<file path="src/rtl/bcd_mod_counter_if.sv">
// Bus bundle for one bcd_mod_counter stage: control, load and alarm inputs plus count and status outputs.
// Width of the tens-digit fields follows MSD_W of the attached stage.
interface bcd_mod_counter_if #(
    parameter int MSD_W = 3
);
    logic             clear;
    logic             inc;
    logic             dec;
    logic             load_en;
    logic [3:0]       load_lsd;
    logic [MSD_W-1:0] load_msd;
    logic             alm_en;
    logic [3:0]       alm_lsd;
    logic [MSD_W-1:0] alm_msd;
    logic [3:0]       bcd_lsd;
    logic [MSD_W-1:0] bcd_msd;
    logic             carry;
    logic             borrow;
    logic             at_max;
    logic             at_min;
    logic             load_err;
    logic             alm_match;

    modport master (
        output clear, inc, dec, load_en, load_lsd, load_msd, alm_en, alm_lsd, alm_msd,
        input  bcd_lsd, bcd_msd, carry, borrow, at_max, at_min, load_err, alm_match
    );

    modport slave (
        input  clear, inc, dec, load_en, load_lsd, load_msd, alm_en, alm_lsd, alm_msd,
        output bcd_lsd, bcd_msd, carry, borrow, at_max, at_min, load_err, alm_match
    );
endinterface

</file>
<file path="src/rtl/bcd_mod_counter.sv">
// Two-digit BCD modulo counter stage (MIN_VAL..MAX_VAL) with up/down count, clear, validated load and status flags.
// Define BCD_MOD_COUNTER_ALARM_EN to enable the alarm match pulse; otherwise alm_match is tied low.
module bcd_mod_counter #(
    parameter int MAX_VAL = 59,
    parameter int MIN_VAL = 0,
    parameter int RST_VAL = 0,
    parameter int MSD_W   = 3
) (
    input logic              clk,
    input logic              rst,
    bcd_mod_counter_if.slave bus
);
    localparam logic [3:0]       MAX_LSD = 4'(MAX_VAL % 10);
    localparam logic [MSD_W-1:0] MAX_MSD = MSD_W'(MAX_VAL / 10);
    localparam logic [3:0]       MIN_LSD = 4'(MIN_VAL % 10);
    localparam logic [MSD_W-1:0] MIN_MSD = MSD_W'(MIN_VAL / 10);
    localparam logic [3:0]       RST_LSD = 4'(RST_VAL % 10);
    localparam logic [MSD_W-1:0] RST_MSD = MSD_W'(RST_VAL / 10);

    logic [3:0]       lsd_q, lsd_d;
    logic [MSD_W-1:0] msd_q, msd_d;
    logic             load_err_q, load_err_d;
    logic             alm_match_q, alm_match_d;
    logic             at_max, at_min;
    logic             count_up, count_down;
    logic             load_ok;
    int               load_val;

    assign at_max     = (msd_q == MAX_MSD) && (lsd_q == MAX_LSD);
    assign at_min     = (msd_q == MIN_MSD) && (lsd_q == MIN_LSD);
    assign count_up   = bus.inc & ~bus.dec;
    assign count_down = bus.dec & ~bus.inc;
    assign load_val   = 10 * int'(bus.load_msd) + int'(bus.load_lsd);
    assign load_ok    = (bus.load_lsd <= 4'd9) && (load_val >= MIN_VAL) && (load_val <= MAX_VAL);

    always_comb begin
        lsd_d      = lsd_q;
        msd_d      = msd_q;
        load_err_d = 1'b0;
        if (bus.clear) begin
            lsd_d = MIN_LSD;
            msd_d = MIN_MSD;
        end else if (bus.load_en) begin
            if (load_ok) begin
                lsd_d = bus.load_lsd;
                msd_d = bus.load_msd;
            end else begin
                load_err_d = 1'b1;
            end
        end else if (count_up) begin
            if (at_max) begin
                lsd_d = MIN_LSD;
                msd_d = MIN_MSD;
            end else if (lsd_q == 4'd9) begin
                lsd_d = 4'd0;
                msd_d = msd_q + MSD_W'(1);
            end else begin
                lsd_d = lsd_q + 4'd1;
            end
        end else if (count_down) begin
            if (at_min) begin
                lsd_d = MAX_LSD;
                msd_d = MAX_MSD;
            end else if (lsd_q == 4'd0) begin
                lsd_d = 4'd9;
                msd_d = msd_q - MSD_W'(1);
            end else begin
                lsd_d = lsd_q - 4'd1;
            end
        end
    end

`ifdef BCD_MOD_COUNTER_ALARM_EN
    // Fire only when the count actually moves onto the alarm value, so holding or retargeting never re-triggers.
    always_comb begin
        alm_match_d = bus.alm_en
                    && ({msd_d, lsd_d} != {msd_q, lsd_q})
                    && (msd_d == bus.alm_msd)
                    && (lsd_d == bus.alm_lsd);
    end
`else
    logic alm_unused;
    assign alm_unused  = ^{bus.alm_en, bus.alm_lsd, bus.alm_msd};
    assign alm_match_d = 1'b0;
`endif

    always_ff @(posedge clk or negedge rst) begin
        if (!rst) begin
            lsd_q       <= RST_LSD;
            msd_q       <= RST_MSD;
            load_err_q  <= 1'b0;
            alm_match_q <= 1'b0;
        end else begin
            lsd_q       <= lsd_d;
            msd_q       <= msd_d;
            load_err_q  <= load_err_d;
            alm_match_q <= alm_match_d;
        end
    end

    // Carry/borrow stay combinational so a cascaded stage rolls over on the same edge as this one.
    assign bus.carry     = bus.inc & ~bus.dec & ~bus.clear & ~bus.load_en & at_max;
    assign bus.borrow    = bus.dec & ~bus.inc & ~bus.clear & ~bus.load_en & at_min;
    assign bus.at_max    = at_max;
    assign bus.at_min    = at_min;
    assign bus.bcd_lsd   = lsd_q;
    assign bus.bcd_msd   = msd_q;
    assign bus.load_err  = load_err_q;
    assign bus.alm_match = alm_match_q;
endmodule

</file>
<file path="src/flat_wrapper.sv">
// flat-port wrapper written by rule: the top's interface ports become plain ports
module bcd_mod_counter_flat 
#(
    parameter int MAX_VAL = 59,
    parameter int MIN_VAL = 0,
    parameter int RST_VAL = 0,
    parameter int MSD_W   = 3
)
  (clk, rst, bus_clear, bus_inc, bus_dec, bus_load_en, bus_load_lsd, bus_load_msd, bus_alm_en, bus_alm_lsd, bus_alm_msd, bus_bcd_lsd, bus_bcd_msd, bus_carry, bus_borrow, bus_at_max, bus_at_min, bus_load_err, bus_alm_match);
  bcd_mod_counter_if #(.MSD_W(MSD_W)) bus_i ();
  input logic clk;
  input logic rst;
  input wire logic [$bits(bus_i.clear)-1:0] bus_clear;
  input wire logic [$bits(bus_i.inc)-1:0] bus_inc;
  input wire logic [$bits(bus_i.dec)-1:0] bus_dec;
  input wire logic [$bits(bus_i.load_en)-1:0] bus_load_en;
  input wire logic [$bits(bus_i.load_lsd)-1:0] bus_load_lsd;
  input wire logic [$bits(bus_i.load_msd)-1:0] bus_load_msd;
  input wire logic [$bits(bus_i.alm_en)-1:0] bus_alm_en;
  input wire logic [$bits(bus_i.alm_lsd)-1:0] bus_alm_lsd;
  input wire logic [$bits(bus_i.alm_msd)-1:0] bus_alm_msd;
  output wire logic [$bits(bus_i.bcd_lsd)-1:0] bus_bcd_lsd;
  output wire logic [$bits(bus_i.bcd_msd)-1:0] bus_bcd_msd;
  output wire logic [$bits(bus_i.carry)-1:0] bus_carry;
  output wire logic [$bits(bus_i.borrow)-1:0] bus_borrow;
  output wire logic [$bits(bus_i.at_max)-1:0] bus_at_max;
  output wire logic [$bits(bus_i.at_min)-1:0] bus_at_min;
  output wire logic [$bits(bus_i.load_err)-1:0] bus_load_err;
  output wire logic [$bits(bus_i.alm_match)-1:0] bus_alm_match;
  assign bus_i.clear = bus_clear;
  assign bus_i.inc = bus_inc;
  assign bus_i.dec = bus_dec;
  assign bus_i.load_en = bus_load_en;
  assign bus_i.load_lsd = bus_load_lsd;
  assign bus_i.load_msd = bus_load_msd;
  assign bus_i.alm_en = bus_alm_en;
  assign bus_i.alm_lsd = bus_alm_lsd;
  assign bus_i.alm_msd = bus_alm_msd;
  assign bus_bcd_lsd = bus_i.bcd_lsd;
  assign bus_bcd_msd = bus_i.bcd_msd;
  assign bus_carry = bus_i.carry;
  assign bus_borrow = bus_i.borrow;
  assign bus_at_max = bus_i.at_max;
  assign bus_at_min = bus_i.at_min;
  assign bus_load_err = bus_i.load_err;
  assign bus_alm_match = bus_i.alm_match;
  bcd_mod_counter #(.MAX_VAL(MAX_VAL), .MIN_VAL(MIN_VAL), .RST_VAL(RST_VAL), .MSD_W(MSD_W)) u_core (.clk(clk), .rst(rst), .bus(bus_i));
endmodule
</file>
<file path="config.mk">
export PLATFORM = sky130hd
export DESIGN_NAME = bcd_mod_counter_flat
export DESIGN_NICKNAME = d
export VERILOG_FILES = /design/src/rtl/bcd_mod_counter_if.sv /design/src/rtl/bcd_mod_counter.sv /design/src/flat_wrapper.sv
export SDC_FILE = /design/constraint.sdc
export NUM_CORES = 1
export LEC_CHECK = 0
export ABC_AREA = 1
export BUFFER_PORTS_ARGS = -buffer_cell sky130_fd_sc_hd__buf_2
export CORE_MARGIN = 3
export CORE_UTILIZATION = 50
export CTS_BUF_LIST = sky130_fd_sc_hd__clkbuf_16
export DETAILED_ROUTE_END_ITERATION = 16
export PLACE_DENSITY = 0.78
export SLEW_MARGIN = 40
export SYNTH_ARGS = -nofsm -noshare
export SYNTH_HDL_FRONTEND = slang
export SYNTH_SLANG_ARGS = --single-unit
</file>
<file path="constraint.sdc">
create_clock -name clk -period 2.3 [get_ports clk]
set_input_delay 0.115 -clock clk [delete_from_list [all_inputs] [get_ports clk]]
set_output_delay 0.115 -clock clk [all_outputs]
set_load 0.02 [all_outputs]
</file>
# Word level (Yosys, flattened, before mapping)

Index checks and enable logic that the tools add are counted.

Add/sub/neg operators: 5
Multipliers: 1
$lt $le $gt $ge: 3
Equality and inequality tests: 4
Muxes and demuxes: 21
Bitwise gates (word level): 12
Reductions and logical operators: 10

Operator list:

| operator                                              | number |
|---|---|
| 2-to-1 mux 4 bit                                      | 9 |
| adder 32 x 5 -> 32 bit                                | 1 |
| >= comparator 32 x 1 -> 1 bit (second input constant) | 1 |
| <= comparator 32 x 7 -> 1 bit (second input constant) | 1 |
| 2-to-1 mux 3 bit                                      | 9 |
| AND 1 bit                                             | 8 |
| multiplier 3 x 3 -> 6 bit (first input constant)      | 1 |
| != test 5 x 4 -> 1 bit (second input constant)        | 1 |
| nonzero test 5 bit                                    | 1 |
| adder 4 x 1 -> 4 bit (second input constant)          | 1 |
| equality test 4 bit (second input constant)           | 1 |
| <= comparator 4 bit (second input constant)           | 1 |
| logical AND 1 bit                                     | 4 |
| logical NOT 4 bit                                     | 1 |
| inverter 1 bit                                        | 4 |
| AND reduction 4 bit                                   | 1 |
| nonzero test 4 bit                                    | 1 |
| subtractor 4 x 1 -> 4 bit (second input constant)     | 1 |
| adder 3 x 1 -> 3 bit (second input constant)          | 1 |
| equality test 3 bit (second input constant)           | 1 |
| logical NOT 3 bit                                     | 1 |
| 2-to-1 mux 1 bit                                      | 3 |
| != test 3 x 2 -> 1 bit (second input constant)        | 1 |
| subtractor 3 x 1 -> 3 bit (second input constant)     | 1 |
| AND reduction 2 bit                                   | 1 |

Register bits after elaboration: 8
Logic and storage cells: 59

# Longest topological paths before layout

Gate-level depths: netlist of run 1.

Depth after elaboration: 8
Depth in mapped cells: 12
Mapped depth without buffers: 12

# Least setup slack after synthesis of run 1

Ideal clock, no wire load.

Kind: register -> register
Start point: register u_core.lsd_q[1], in the netlist u_core.bus.bcd_lsd[1]
End point: register u_core.msd_q[1], in the netlist u_core.bus.bcd_msd[1]
Library setup time: 119 ps
Arrival time: 1,547 ps
Setup slack: 635 ps
Cell stages (with the launch flop): 10
Path buffers: 0
Cells stage by stage: dfrtp_1 -> inv_1 -> ha_1 -> nand3_2 -> nor2_1 -> o21ai_0 -> nand2_1 -> nand2_1 -> nand4_1 -> nand2_1

RTL lines:

| item                     | RTL line              | RTL |
|---|---|---|
| start: declaration       | bcd_mod_counter.sv:20 | `logic [3:0] lsd_q, lsd_d;` |
| start signal: assignment | bcd_mod_counter.sv:94 | `lsd_q <= lsd_d;` |
| equality test 4 bit *    | bcd_mod_counter.sv:29 | `assign at_max = (msd_q == MAX_MSD) && (lsd_q == MAX_LSD);` |
| logical AND 1 bit *      | bcd_mod_counter.sv:29 |  |
| via bus_at_max           | flat_wrapper.sv:26    | `output wire logic [$bits(bus_i.at_max)-1:0] bus_at_max;` |
| 2-to-1 mux 3 bit         | bcd_mod_counter.sv:51 | `if (at_max) begin` |
| 2-to-1 mux 3 bit         | bcd_mod_counter.sv:50 | `end else if (count_up) begin` |
| 2-to-1 mux 3 bit         | bcd_mod_counter.sv:43 | `end else if (bus.load_en) begin` |
| 2-to-1 mux 3 bit         | bcd_mod_counter.sv:40 | `if (bus.clear) begin` |
| end signal: assignment   | bcd_mod_counter.sv:95 | `msd_q <= msd_d;` |
| end: declaration         | bcd_mod_counter.sv:21 | `logic [MSD_W-1:0] msd_q, msd_d;` |

Mark *: on every way through the listed nets, which the timed path passes. The rest lies on a longest branch. The select of a mux whose other input is x is not followed.
A chain may end at the register's enable or synchronous reset.

# Worst setup path after layout of run 1

Start point: register u_core.lsd_q[0], in the netlist u_core.bus.bcd_lsd[0]
End point: output port bus_borrow

Longest elaborated chain between the ends: 3

Ends and longest elaborated chain:

| item              | RTL line               | RTL |
|---|---|---|
| logical NOT 4 bit | bcd_mod_counter.sv:30  | `assign at_min = (msd_q == MIN_MSD) && (lsd_q == MIN_LSD);` |
| logical AND 1 bit | bcd_mod_counter.sv:30  |  |
| AND 1 bit         | bcd_mod_counter.sv:103 | `assign bus.borrow = bus.dec & ~bus.inc & ~bus.clear & ~bus.load_en & at_min;` |
| end: declaration  | flat_wrapper.sv:25     | `output wire logic [$bits(bus_i.borrow)-1:0] bus_borrow;` |

No other way between the ends.

==> out/qor.yml, run 1 <==
flow_run:
  max_cap_viol_count: 0
logic_synthesis:
  syn_nets: 192
  synth_area_per_cell_um2: 7.17
  ys_top_cells_by_area: "dfrtp_1 18%, ha_1 18%, nand2_1 12%"
  synth_area_leader_cell: "dfrtp_1"
  ys_seq_area_share_pct: 18.1
  yosysWarnings: 0
  synthCells: 154
  netlist_area_mm2: 0.00110
  synth_seq_cells: 8
  ys_types: 29
  synth_top_area_share_pct: 18.1
cts:
  cts_buffers: 3
  cts.htree.levels: 1
  cts_buffer_depth: 2
  cts_hold_buf: 1
  cts.clk_slew.worst_paths_ns: 0.04
  root_buffer: "clkbuf_16"
  cts_num_sinks: 8
  postCtsResizedCells: 0
  clk_latency_ns: 0.23
  cts_tree: "built"
  postCtsSetupBuffers: 0
floorplanning:
  fp.coreArea_mm2: 0.00202
  die_w_um: 53.0
  ios: 34
  die_h_um: 53.0
  initial_core_util_pct: 54.6
  rows: 16
  die_area_mm2: 0.00281
sta:
  finalSetupViolCount: 0
  fin_ws_ns: 0.502
  skew_ns: 0.00118
  period_share_pct: 78.2
  rsz0062_at_grt: "no"
  hold_viol_final: 0
  min_period_ns: 1.80
  whs_ns: 0.227
  slew_viol_final: 0
  setup-tns-final_ns: 0
  clock.fmax_mhz: 556
critical_path:
  crit_required_ns: 2.18
  cp-start-kind: "flip-flop"
  crit_fanout: 8
  critPathMaxStageDelay_ns: 0.46
  worstPathCellList: "inv_1, ha_1, nand2_2, nor2_4, nand3_2, nor2_1, buf_2"
  cp_slowest_cell: "dfrtp_1"
  crit_type: "reg -> out"
  cp.arrival_ns: 1.68
  cp-end-kind: "output port"
place:
  place_congestion: 0.815
  dp_slack_ns: 0.423
  portBuffers: 24
  dp_hpwl_um: 2220
cells_and_area:
  fin_nets: 220
  n_antenna_cell: 0
  area_growth_pct: 19.9
  fin_util_pct: 65.5
  fillers: 190
  drive_gt1_share_pct: 29.4
global_route:
  grt_max_degree: 10
  grt_pass1_vias: 1053
  gr-total-overflow: 0
  antenna_found_initial: 0
  grtUsageTotal_pct: 21.0
  grt_pass1_wl_um: 4470
worst_hold_path:
  hold_path_class: "in -> reg"
power:
  p_per_area_mw_per_mm2: 684
  p_leak_uw: 0.000721
  vdd_ir_drop_max_uv: 679
route:
  drc: 0
  drt_iter0_markers: 16
  viasPerCell: 5.27
  wirelength_um: 2590
  post_drt_wl_per_cell_um: 12.5
  route.antenna.remaining_nets: 0
  via_count: 1090
  drt_pre_antenna_iters: 4
run_status:
  status: "finished clean"
## per-stage QoR
step,power [uW],instance area [um^2],cells
after floorplan,506,1100,154
after global placement,596,1240,203
after detailed placement,619,1240,203
after CTS,911,1330,207
after global routing,977,1330,207
final,906,1330,207
## worst max-delay path: cells and delay by family (launching register included)
family                     cells  cell delay [ns]
adders and majority gates      1             0.23
buffers and inverters          2             0.28
DFF                            1             0.46
and+or+nand+nor                4             0.48
## cell families after synthesis
logic type,after synthesis,synth area share [%]
buf+inv,26,9.85
xor+xnor,4,3.17
compound gates,23,12.6
fa+ha+maj,17,19.9
other cells,1,0.339
simple gates,75,36.0
flops,8,18.1
## final timing paths
check	startpoint	end	slack (ns)	depth (start not counted)
setup / recovery	u_core.bus.bcd_lsd[0]	bus_borrow	0.50	7
hold / removal	bus_load_lsd[0]	u_core.bus.bcd_lsd[0]	0.23	3
setup reg to reg	u_core.bus.bcd_lsd[0]	u_core.bus.bcd_msd[0]	0.55	9
hold reg to reg	u_core.bus.bcd_msd[1]	u_core.bus.bcd_msd[1]	0.55	2
max in group asynchronous	rst	u_core.bus.load_err	1.87	2
min in group asynchronous	rst	u_core.bus.bcd_lsd[3]	0.26	2
## cell type report
class | count | area [um^2] | share of cell area [%]
timing repair buffer | 25 | 130 | 9.82
inverter | 24 | 90.1 | 6.80
clock buffer | 3 | 75.1 | 5.67
sequential | 8 | 200 | 15.1
multi-input combinational | 120 | 796 | 60.1
tap | 27 | 33.8 | 2.55
## flip-flops by register name (all words and copies together) (netlist names)
signal	cells
u_core.bus.bcd_lsd	4
u_core.bus.bcd_msd	3
u_core.bus.load_err	1
## report_power, final
group	internal, uW	switching [uW]	total, uW
registers	168	48.9	217
clock network	223	60.1	283
logic	148	257	405
total	540	366	906
## routing by layer
metal,track usage (%),routed length [um]
met3,3.10,87
met5,0,0
met2,42.4,1410
met4,2.55,31
met1,23.2,1060
## synth_stat cells
cell type / n
nand2_1: 36
ha_1: 16
inv_1: 16
nor2_1: 10
nand3_1: 9
o21ai_0: 9
dfrtp_1: 8
inv_2: 8
nand4_1: 5
nor2_4: 5
o21ai_1: 4
xor2_1: 4
a21oi_1: 3
a21oi_2: 3
nand2_2: 3
nand3_2: 2
a221oi_1: 1
a22oi_1: 1
a32oi_1: 1
buf_4: 1
buf_6: 1
conb_1: 1
fa_1: 1
nand2_4: 1
nand3_4: 1
nand4_2: 1
nor2_2: 1
o211ai_1: 1
or2_2: 1
## cell usage in the layout (no fill, tap or decap), drive strengths merged
master and count:
inv 24, clkbuf 3, a221oi 1, a22oi 1
nand3 12, nand2 40, conb 1, xor2 4
a32oi 1, o21ai 13, o211ai 1, dfrtp 8
dlygate4sd3 1, a21oi 6, ha 16, nand4 6
buf 24, nor2 16, fa 1, or2 1
Note: power is estimated with default switching activity, not from simulation.
==> run 2, diff against run 1 <==
- CORE_UTILIZATION: 50 -> 46
- PLACE_DENSITY: 0.78 -> 0.76
- clock period: 2.3 -> 1.6 ns (I/O delays scaled with it)
==> out/qor.yml, run 2 (synthesis results as in run 1) <==
run_status:
  status: "finished clean"
cts:
  cts.htree.levels: 1  # unchanged
  clk_latency_ns: 0.24  # about the same
  cts_tree: "built"
  cts_num_sinks: 8  # unchanged
  cts.clk_slew.worst_paths_ns: 0.04  # about the same
  cts_buffer_depth: 2  # unchanged
  cts_buffers: 3  # unchanged
  root_buffer: "clkbuf_16"
power:
  seq_power_share_pct: 19.5  # -4.5 points
  net-switching-power_uw: 620  # +69%
  vdd_ir_drop_max_uv: 825  # +22%
  internal_power_uw: 896  # +66%
  power_frac_comb_pct: 51.8  # +7.1 points
  p_leak_uw: 0.000793  # +10%
  p_per_area_mw_per_mm2: 959  # +40%
  swShare_pct: 40.9  # +0.44 points
  pwr-share-clk_pct: 28.7  # -2.6 points
route:
  via_count: 1149  # +5.4%
  post_drt_wl_per_cell_um: 13.3  # +6.2%
  viasPerCell: 5.20  # -1.3%
  drt_iter0_markers: 37  # +21
  wirelength_um: 2940  # +13%
  route.antenna.remaining_nets: 0  # unchanged
  drc: 0  # unchanged
  drt_pre_antenna_iters: 4  # unchanged
critical_path:
  crit_required_ns: 1.52  # -0.66 ns
  cp_slowest_cell: "dfrtp_2"
  cp-start-kind: "flip-flop"
  path_buf_inv: 2  # unchanged
  crit_type: "reg -> out"
  worstPathCellList: "inv_2, ha_4, nand2_2, nor2_4, nand3_4, nor2_2, buf_4"
  cp-end-kind: "output port"
  crit_family: "simple AND/OR/NAND/NOR gates"
  critPathMaxStageDelay_ns: 0.41  # -0.05 ns
  cp.arrival_ns: 1.46  # -0.22 ns
  crit_fanout: 4  # -4
cells_and_area:
  mostFrequentLayoutCell: "nand2_1"
  n_antenna_cell: 0  # unchanged
  drive_gt1_share_pct: 43.0  # +14 points
  area_growth_pct: 43.0
  fillers: 185  # -2.6%
  final_cell_area_mm2: 0.00158  # +19%
  largest_reg_flops: 4  # unchanged
  mostFrequentLayoutCells: "33 x nand2_1, 20 x buf_2, 15 x inv_1"
  fin_nets: 232  # +5.5%
worst_hold_path:
  hold_path_class: "in -> reg"
global_route:
  gr-total-overflow: 0  # unchanged
  grt_max_degree: 10  # unchanged
  grt_pass1_vias: 965  # -8.4%
  grt_pass1_wl_um: 4220  # -5.6%
  grtUsageTotal_pct: 19.4  # -1.7 points
  antenna_found_initial: 0  # unchanged
sta:
  min_period_ns: 1.54
  rsz0062_at_grt: "yes"
  finalSetupViolCount: 0  # unchanged
  slew_viol_final: 0  # unchanged
  hold_viol_final: 0  # unchanged
  skew_ns: 0.00300  # +0.00182 ns
  clock.fmax_mhz: 650
  setup-tns-final_ns: 0  # unchanged
  period_share_pct: 96.1
floorplanning:
  initial_core_util_pct: 49.0  # -5.6 points
  die_h_um: 55.0  # +3.8%
  rows: 17  # +1
  die_area_mm2: 0.00303  # +7.7%
  ios: 34  # unchanged
  die_w_um: 55.0  # +3.8%
  fp.coreArea_mm2: 0.00225  # +12%
flow_run:
  max_cap_viol_count: 0  # unchanged
place:
  dp_hpwl_um: 2180  # -1.8%
  place_congestion: 0.921  # +13%
  portBuffers: 24  # unchanged
  placed_area_mm2: 0.00130  # +4.6%
-- run 2: cell types whose count changed in the layout (fill, tap and decap cells not counted), sizes merged --
| cell | previous run | this run |
|---|---|---|
| buf | 24 | 35 |
| clkbuf | 3 | 4 |
| inv | 24 | 25 |
-- run 2: final timing paths --
kind | start | to | slack [ns] | depth (start not counted)
max in group asynchronous | rst | u_core.bus.bcd_lsd[2] | 1.21 | 2
setup / recovery | u_core.bus.bcd_lsd[0] | bus_borrow | 0.06 | 7
hold / removal | bus_load_lsd[0] | u_core.bus.bcd_lsd[0] | 0.19 | 3
min in group asynchronous | rst | u_core.bus.bcd_lsd[1] | 0.22 | 2
hold reg to reg | u_core.bus.bcd_msd[1] | u_core.bus.bcd_msd[1] | 0.59 | 2
setup reg to reg | u_core.bus.bcd_msd[1] | u_core.bus.bcd_msd[2] | 0.08 | 8
-- run 2: through the flow --
step           hold WS, ns  util, %  total power, uW  cells  setup WS (ns)
2_1_floorplan       -0.216        -              729    154        0.00442
3_3_place_gp       -0.0759     57.5              906    211         -0.141
3_5_place_dp       -0.0722     57.5              928    211         -0.228
4_1_cts              0.187     61.9             1380    217         0.0128
5_1_grt              0.221     70.1             1600    221       -0.00756
6_report             0.188     70.1             1520    221         0.0617
-- run 2: final cells by class --
class / instances / area, um^2 / share of cell area, %
tap: 28 / 35.0 / 2.22
clock inverter: 1 / 3.75 / 0.238
inverter: 24 / 92.6 / 5.86
timing repair buffer: 37 / 234 / 14.8
sequential: 8 / 203 / 12.8
multi-input combinational: 120 / 937 / 59.3
clock buffer: 3 / 75.1 / 4.75
-- run 2: worst reg2reg max path, stage by stage (launching register included) --
cell and delay [ns]:
dfrtp_1 0.42, inv_1 0.11, ha_1 0.20, or2_2 0.29, nand3_1 0.09, nand2_1 0.05
o211ai_1 0.10, nand4_1 0.12, nand2_1 0.08
-- run 2: timing repair --
action                                  in CTS  in global routing
endpoints found under the hold margin        8                  0
hold buffers                                 1                  0
setup buffers                                1                  4
endpoints found under the setup margin       2                 11
resized for setup                            1                 29
pin swaps                                    0                 13
-- run 2: power by group through the flow --
| stage | registers, uW | logic [uW] | clock network, uW |
|---|---|---|---|
| final | 295 | 785 | 435 |
| after global routing | 300 | 859 | 443 |
| after CTS | 289 | 658 | 436 |
| after detailed placement | 291 | 638 | 0 |
| after global placement | 290 | 616 | 0 |
| after floorplan | 341 | 388 | 0 |
-- run 2: routing by layer --
layer / share of wire [%] / global-route usage [%]
met5: 0 / 0
met4: 2.4 / 5.26
met3: 4.6 / 3.22
met2: 54 / 36.6
met1: 39 / 22.1
==> run 3, diff against run 2 <==
- CORE_UTILIZATION: 46 -> 50
- PLACE_DENSITY: 0.76 -> 0.78
- clock period: 1.6 -> 1.65 ns (I/O delays scaled with it)
==> out/qor.yml, run 3 (synthesis results as in run 1) <==
critical_path:
  reg2reg_from: "u_core.bus.bcd_lsd[0]"
  crit_path_end: "u_core.bus.bcd_lsd[2]"
  worstPathCellList: "buf_2, ha_4, ha_1, nand2_1, o21ai_0, a21oi_4, nand2_2, nand3_4, nand2_1, o21ai_1"
  cp-start-kind: "primary input"
  crit_family: "adder cells"
  cp.arrival_ns: 1.66  # +0.20 ns
  crit_fanout: 8  # +4
  cp_slowest_cell: "ha_1"
  crit_type: "in -> reg"
  cp-end-kind: "flip-flop"
  worstReg2RegEnd: "u_core.bus.bcd_msd[2]"
  crit_required_ns: 1.75  # +0.23 ns
  worstSetupPathDepth: 10  # +3
  r2r_cells: 9  # +1
  critPathMaxStageDelay_ns: 0.31  # -0.10 ns
  cpMostUsedCell: "nand2_1"
  path_buf_inv: 1  # -1
  rrSetupSlack_ns: 0.15  # +0.07 ns
  critPathLaunch: "bus_load_msd[0]"
cts:
  cts_num_sinks: 8  # unchanged
  clk_latency_ns: 0.23  # about the same
  cts_buffer_depth: 2  # unchanged
  postCtsSetupBuffers: 0  # -1
  root_buffer: "clkbuf_16"
  cts_buffers: 3  # unchanged
  cts_tree: "built"
  cts.clk_slew.worst_paths_ns: 0.03  # about the same
  cts.htree.levels: 1  # unchanged
global_route:
  gr-total-overflow: 0  # unchanged
  grt_max_degree: 10  # unchanged
  grt_pass1_vias: 1069  # +11%
  antenna_found_initial: 0  # unchanged
  grtUsageTotal_pct: 21.2  # +1.9 points
  grt_pass1_wl_um: 4420  # +4.7%
route:
  drc: 0  # unchanged
  drt_pre_antenna_iters: 4  # unchanged
  highest_layer: "met3"
  dr_wl_met2_um: 1510  # -5.4%
  via_count: 1134  # -1.3%
  drt-met1-wl_um: 1120  # -0.97%
  post_drt_wl_per_cell_um: 13.1  # -1.8%
  viasPerCell: 5.30  # +1.9%
  wirelength_um: 2800  # -4.9%
  drt_iter0_markers: 36  # -2.7%
  route.met3.wl_um: 159  # +17%
  route.antenna.remaining_nets: 0  # unchanged
power:
  vdd_ir_drop_max_uv: 716  # -13%
  power_uw: 1340  # -11%
  p_per_area_mw_per_mm2: 930  # -3.0%
  p_leak_uw: 0.000760  # -4.3%
cells_and_area:
  fillers: 172  # -7.0%
  drive_gt1_share_pct: 36.4  # -6.6 points
  n_antenna_cell: 0  # unchanged
  fin_util_pct: 71.5  # +1.4 points
  area_growth_pct: 30.8
  fin_nets: 227  # -2.2%
  mostFrequentLayoutCells: "35 x nand2_1, 24 x buf_2, 14 x inv_1"
  largest_reg_flops: 4  # unchanged
  mostFrequentLayoutCell: "nand2_1"
sta:
  period_share_pct: 94.8
  hold_viol_final: 0  # unchanged
  slew_viol_final: 0  # unchanged
  min_period_ns: 1.56
  clock.fmax_mhz: 640
  finalSetupViolCount: 0  # unchanged
  skew_ns: 0.00306  # +0.0000584 ns
  whs_ns: 0.175  # -0.0133 ns
  fin_ws_ns: 0.0864  # +0.0247 ns
floorplanning:
  die_w_um: 53.0  # -3.6%
  initial_core_util_pct: 54.6  # +5.6 points
  fp.coreArea_mm2: 0.00202  # -10%
  die_area_mm2: 0.00281  # -7.1%
  rows: 16  # -1
  ios: 34  # unchanged
  die_h_um: 53.0  # -3.6%
run_status:
  status: "finished clean"
flow_run:
  max_cap_viol_count: 0  # unchanged
place:
  place_congestion: 0.903  # -1.9%
  dp_slack_ns: -0.165  # +0.0624 ns
  dp_hpwl_um: 2160  # -1.0%
  portBuffers: 24  # unchanged
worst_hold_path:
  hold_path_class: "in -> reg"
==> run 3: changes by cell type in the layout (fill, tap and decap cells not counted), moves of 4 or more <==
cell   before  now
buf_4      14    7
ha_1        8   13
ha_4        7    3
buf_2      20   24
==> run 3: stage by stage <==
step,setup TNS (ns),std cells,area (um^2)
after floorplan,0,154,1110
after global placement,-0.541,210,1290
after detailed placement,-1.17,210,1290
after CTS,0,214,1380
after global routing,-0.00402,214,1450
final,0,214,1450
==> run 3: timing repair <==
item | 4_1_cts | 5_1_grt
setup endpoints to repair | 0 | 11
resized for setup | 0 | 12
hold buffers | 1 | 0
hold endpoints to repair | 8 | 0
==> run 3: routing by layer <==
layer	vias to the layer above	global-route usage, %
li1	569	-
met1	526	22.0
met2	39	41.3
met3	0	5.07
met4	0	6.38
met5	-	0
==> run 3: how the worst min path moves through the flow <==
stage | start | endpoint | slack (ns) | cells past startpoint
after floorplan | rst | u_core.bus.bcd_lsd[0] | -0.21 | 0
after global placement | rst | u_core.bus.bcd_lsd[3] | -0.08 | 1
after detailed placement | rst | u_core.bus.load_err | -0.07 | 1
after CTS | bus_load_lsd[0] | u_core.bus.bcd_lsd[0] | 0.17 | 3
after global routing | bus_load_lsd[0] | u_core.bus.bcd_lsd[0] | 0.21 | 3
final | bus_load_lsd[0] | u_core.bus.bcd_lsd[0] | 0.17 | 3
==> run 3: power breakdown <==
part / internal (uW) / switching (uW)
logic: 255 / 405
clock network: 312 / 88.6
registers: 235 / 49.0
==> run 3: area by class of cell <==
type / count / area, um^2 / share of cell area (%)
timing repair buffer: 32 / 183 / 12.6
tap: 27 / 33.8 / 2.34
multi-input combinational: 120 / 863 / 59.7
inverter: 24 / 90.1 / 6.23
clock buffer: 3 / 75.1 / 5.19
sequential: 8 / 200 / 13.9
==> run 3: tightest hold or removal path, cell delays in order <==
cell     delay (ns)
buf_2          0.09
a32oi_1        0.04
o21ai_0        0.15
